File: config.mk
export PLATFORM = sky130hd
export DESIGN_NAME = mem_access_ctrl
export DESIGN_NICKNAME = d
export VERILOG_FILES = /design/src/rtl/mem_access_ctrl.sv
export SDC_FILE = /design/constraint.sdc
export NUM_CORES = 1
export LEC_CHECK = 0
export ABC_AREA = 1
export CORE_UTILIZATION = 41
export DETAILED_ROUTE_END_ITERATION = 6
export GPL_TIMING_DRIVEN = 0
export PLACE_DENSITY = 0.79
export SLEW_MARGIN = 20
export SYNTH_ARGS = -nofsm -noshare
export SYNTH_HDL_FRONTEND = slang
export SYNTH_SLANG_ARGS = --single-unit
File: constraint.sdc
create_clock -name clk -period 1.5 [get_ports clk]
set_clock_uncertainty 0.1 [all_clocks]
set_input_delay 0.3 -clock clk [delete_from_list [all_inputs] [get_ports clk]]
set_output_delay 0.3 -clock clk [all_outputs]
set_load 0.005 [all_outputs]
File: src/rtl/mem_access_ctrl.sv
// MEM-stage data-memory access controller: launches one request per load/store, stalls the pipe
// until mem_ack, then updates MEM/WB. Optional build macro MEM_TIMEOUT_EN adds a 16-cycle REQ timeout.
module mem_access_ctrl (
  input  logic        clk,
  input  logic        rst_n,
  input  logic [2:0]  ctrl_in,
  input  logic [4:0]  rd_addr_in,
  input  logic [31:0] alu_in,
  input  logic [31:0] rt_data_in,
  output logic        mem_req,
  output logic        mem_we,
  output logic [31:0] mem_addr,
  output logic [31:0] mem_wdata,
  input  logic        mem_ack,
  input  logic [31:0] mem_rdata,
  output logic        stall,
  output logic        wb_reg_w,
  output logic        wb_mem_to_reg,
  output logic [4:0]  wb_rd_addr,
  output logic [31:0] wb_alu,
  output logic [31:0] wb_mem_data,
  output logic        timeout_err
);

  typedef enum logic [1:0] {IDLE, REQ, DONE} state_t;

  state_t      r_state, w_next;
  logic [31:0] r_buf;
  logic        w_memop;
  logic        w_timeout;

  assign w_memop = ctrl_in[1] | ctrl_in[0];

`ifdef MEM_TIMEOUT_EN
  logic [3:0] r_tcnt;
  logic       r_terr;

  // r_tcnt==15 with no ack means this is the 16th REQ cycle without completion
  assign w_timeout   = (r_state == REQ) && !mem_ack && (r_tcnt == 4'hF);
  assign timeout_err = r_terr;

  always_ff @(posedge clk or negedge rst_n) begin
    if (!rst_n) begin
      r_tcnt <= '0;
      r_terr <= 1'b0;
    end else begin
      if (r_state == IDLE && w_memop)
        r_tcnt <= '0;
      else if (r_state == REQ && !mem_ack)
        r_tcnt <= r_tcnt + 4'd1;
      if (w_timeout)
        r_terr <= 1'b1;
    end
  end
`else
  assign w_timeout   = 1'b0;
  assign timeout_err = 1'b0;
`endif

  always_ff @(posedge clk or negedge rst_n) begin
    if (!rst_n) r_state <= IDLE;
    else        r_state <= w_next;
  end

  always_comb begin
    w_next = r_state;
    stall  = 1'b0;
    case (r_state)
      IDLE: begin
        if (w_memop) begin
          stall  = 1'b1;
          w_next = REQ;
        end
      end
      REQ: begin
        stall = 1'b1;
        if (mem_ack || w_timeout) w_next = DONE;
      end
      DONE:    w_next = IDLE;
      default: w_next = IDLE;
    endcase
  end

  always_ff @(posedge clk or negedge rst_n) begin
    if (!rst_n) begin
      mem_req       <= 1'b0;
      mem_we        <= 1'b0;
      mem_addr      <= '0;
      mem_wdata     <= '0;
      r_buf         <= '0;
      wb_reg_w      <= 1'b0;
      wb_mem_to_reg <= 1'b0;
      wb_rd_addr    <= '0;
      wb_alu        <= '0;
      wb_mem_data   <= '0;
    end else begin
      case (r_state)
        IDLE: begin
          if (w_memop) begin
            // Mem_w wins when both bits are set, so the op is a write
            mem_req       <= 1'b1;
            mem_we        <= ctrl_in[1];
            mem_addr      <= {alu_in[31:2], 2'b00};
            mem_wdata     <= rt_data_in;
            wb_reg_w      <= 1'b0;
            wb_mem_to_reg <= 1'b0;
          end else begin
            wb_reg_w      <= ctrl_in[2];
            wb_mem_to_reg <= 1'b0;
            wb_rd_addr    <= rd_addr_in;
            wb_alu        <= alu_in;
          end
        end
        REQ: begin
          wb_reg_w      <= 1'b0;
          wb_mem_to_reg <= 1'b0;
          if (mem_ack) begin
            mem_req <= 1'b0;
            if (!mem_we) r_buf <= mem_rdata;
          end else if (w_timeout) begin
            mem_req <= 1'b0;
            r_buf   <= 32'hDEADBEEF;
          end
        end
        DONE: begin
          // ctrl_in still shows the stalled memory op; it retires here without relaunching
          wb_reg_w      <= ctrl_in[2];
          wb_mem_to_reg <= ctrl_in[0] & ~ctrl_in[1];
          wb_rd_addr    <= rd_addr_in;
          wb_alu        <= alu_in;
          wb_mem_data   <= r_buf;
        end
        default: ;
      endcase
    end
  end

endmodule

==> flow_metrics.py <==
metrics = {
    "critical_path": {
        "required_ns": 1.10,
        "critPathBufInv": 4,
        "r2r_start": "r_state[1]",
        "path_cells": "inv_2, ha_4, inv_2, nor2_4, buf_8, o21a_1, buf_6",
        "critPathSlowestCell": "dfrtp_1",
        "timing.rr.end": "r_buf[31]",
        "path_common_cell": "inv_2",
        "criticalPathCategory": "reg2out",
        "endpoint_kind": "primary output",
        "slowest_delay_ns": 0.37,
        "rrSetupSlack_ns": -0.12,
        "worstRegToRegCells": 7,
        "cp.arrival_ns": 1.54,
        "start_kind": "flip-flop",
        "crit_family": "buffers and inverters",
        "cp_max_fo": 4,
        "critPathLaunch": "r_state[1]",
    },
    "routing": {
        "wl_per_cell_microns": 15.0,
        "vias": 6096,
        "ant_nets": 0,
        "drc": 0,
        "post_drt_via_cell_ratio": 4.63,
        "first_iter_violations": 272,
        "postRouteWirelength_mm": 19.8,
        "dr.pass1.iters": 4,
    },
    "floorplanning": {
        "die_h_microns": 131,
        "design.die.area_sq_mm": 0.0173,
        "ios": 246,
        "start_util": 0.427,
        "core_area_sq_mm": 0.0161,
        "rows": 46,
        "die_x_microns": 131,
    },
    "sta": {
        "setup_viol": 110,
        "setup_slack_ns": -0.445,
        "max_freq_mhz": 514,
        "finalHoldViolCount": 0,
        "period_needed_ns": 1.94,
        "rsz0062_at_grt": "true",
        "max_slew_margin": 0.636,
        "fin_hold_ws_ns": 0.309,
        "min_period_over_period": 1.30,
        "tightest_slew_ns": 0.547,
        "finalMaxSlewViolations": 0,
    },
    "pwr": {
        "cellLeakagePower_nw": 5.92,
        "p_sw_w": 0.00776,
        "ir_worst_vdd_mv": 1.02,
        "p_per_area_mw_per_mm2": 2050,
        "seqPwrFrac": 0.342,
        "clock_power_share": 0.213,
        "p_int_w": 0.0152,
        "swShare": 0.338,
        "p_comb_frac": 0.446,
    },
    "logic_synthesis": {
        "synthCells": 749,
        "synth_seq_cells": 169,
        "synth_top_cell_area_share": 0.615,
        "ys_top_cells_by_area": "dfrtp_1, nand2_1, nand3_2",
        "netlist_area_sq_mm": 0.00688,
        "ys_seq_area_frac": 0.615,
        "yosys_warnings": 0,
        "syn_avg_cell_area_sq_um": 9.18,
        "synthDistinctLibCells": 22,
        "synth_top_cell_by_area": "dfrtp_1",
    },
    "clock_network": {
        "htreeDepth": 4,
        "root_buffer": "clkbuf_16",
        "tritoncts": "done",
        "clock-sinks": 169,
        "clock_latency_ns": 0.42,
        "clockBufferDepth": 2,
        "cts_buffers": 17,
        "path_clk_slew_ns": 0.06,
    },
    "global_route": {
        "first_global_vias": 5932,
        "grt_max_degree": 97,
        "grt_pass1_wl_mm": 29.9,
        "grt_overflow_total": 0,
        "grt_antenna_before_repair": 0,
        "globalRouteTotalUtil": 0.220,
    },
    "min_path": {
        "min_path_type": "in2async",
    },
    "final_layout": {
        "post-route-util": 0.694,
        "final_nets": 1202,
        "multi_input_area_sq_mm": 0.00235,
        "layout-drive-gt1-share": 0.193,
        "area.growth.synth_to_final_pct": 62.7,
        "n_antenna_cell": 0,
        "seq_area_sq_mm": 0.00423,
        "fill_cells": 1202,
    },
    "status": {
        "status": "finished, violations left",
        "violations": "setup timing",
    },
    "placement": {
        "routabilityCongestion": 0.839,
        "port_buffers": 242,
        "pre_cts_slack_ns": -0.802,
        "dp_hpwl_mm": 12.5,
    },
    "run": {
        "maxCapViolCount": 0,
    },
}
[cells in the mapped netlist (all sizes together)]
library cell	count
a21oi	1
buf	32
clkbuf	8
conb	1
dfrtp	169
ha	6
inv	43
nand2	406
nand3	40
nand3b	1
nand4	1
nor2	4
o21a	1
o21ai	36
[what timing repair did]
| item | in CTS | in global routing |
|---|---|---|
| hold buffers | 1 | 0 |
| setup buffers | 41 | 29 |
| pin swaps | 3 | 47 |
| setup endpoints to repair | 289 | 307 |
| gates resized for setup | 188 | 157 |
| endpoints found under the hold margin | 95 | 0 |
| gates cloned | 0 | 6 |
[how the worst max path moves through the flow]
stage                     depth (start not counted)  slack (ns)            to
after CTS                                         7       -0.46         stall
after global routing                              7       -0.53         stall
after detailed placement                          6       -0.80         stall
after global placement                            1       -6.98  mem_wdata[1]
after floorplan                                   6      0.0006         stall
final                                             7       -0.44         stall
[power by group through the flow]
stage | clock network (W) | logic [W] | registers [W]
after floorplan | 0 | 0.00380 | 0.00793
after global placement | 0 | 0.00864 | 0.00785
after detailed placement | 0 | 0.00884 | 0.00791
after CTS | 0.00494 | 0.00881 | 0.00772
after global routing | 0.00513 | 0.0112 | 0.00805
final | 0.00488 | 0.0102 | 0.00783
[area by class of cell]
class / count / area share
well taps: 216 / 0.0242
repair buffers: 320 / 0.276
clock buffers: 18 / 0.0393
plain buffers: 39 / 0.0383
inverters: 43 / 0.0149
clock inverters: 13 / 0.0193
multi-input cells: 499 / 0.210
flip-flops and latches: 169 / 0.378
[routing by layer]
| layer | global-route usage | share of wire | wire length [microns] | up-vias |
|---|---|---|---|---|
| li1 | - | - | - | 2974 |
| met1 | 0.265 | 0.41 | 8030 | 2892 |
| met2 | 0.378 | 0.51 | 10100 | 209 |
| met3 | 0.0687 | 0.074 | 1460 | 21 |
| met4 | 0.0575 | 0.011 | 210 | 0 |
| met5 | 0 | 0 | 0 | - |
[through the flow]
step | instance area (sq um) | cells | setup TNS, ns | power, W
2_1_floorplan | 6890 | 751 | 0 | 0.0117
3_3_place_gp | 9580 | 1209 | -1215.56 | 0.0165
3_5_place_dp | 9610 | 1210 | -38.96 | 0.0168
4_1_cts | 10500 | 1282 | -4.26 | 0.0215
5_1_grt | 11200 | 1317 | -14.88 | 0.0244
6_report | 11200 | 1317 | -4.52 | 0.0229
[cells in the final DEF, fill, tap and decap left out, types with 3 or more instances in the layout]
cell type	instances
nand2_1	397
o21ai_2	7
clkdlybuf4s50_1	105
buf_6	26
nand3_4	3
o21ai_1	15
buf_4	73
inv_1	36
conb_1	3
inv_2	5
dlygate4sd2_1	61
nand3_2	28
inv_6	3
clkdlybuf4s15_1	73
nand3_1	9
bufinv_16	5
o21ai_0	14
clkbuf_16	22
nand2_2	6
dfrtp_1	168
ha_4	4
buf_8	3
buf_12	5
[cells by family after synthesis]
| kind of cell | share of synthesized area |
|---|---|
| AO/OA/AOI/OAI | 0.0280 |
| buffers and inverters | 0.0697 |
| adder cells (fa/ha/maj) | 0.0109 |
| flip-flops | 0.615 |
| AND/OR/NAND/NOR | 0.276 |
| other | 0.000545 |
Note: power is estimated with default switching activity, not from simulation.
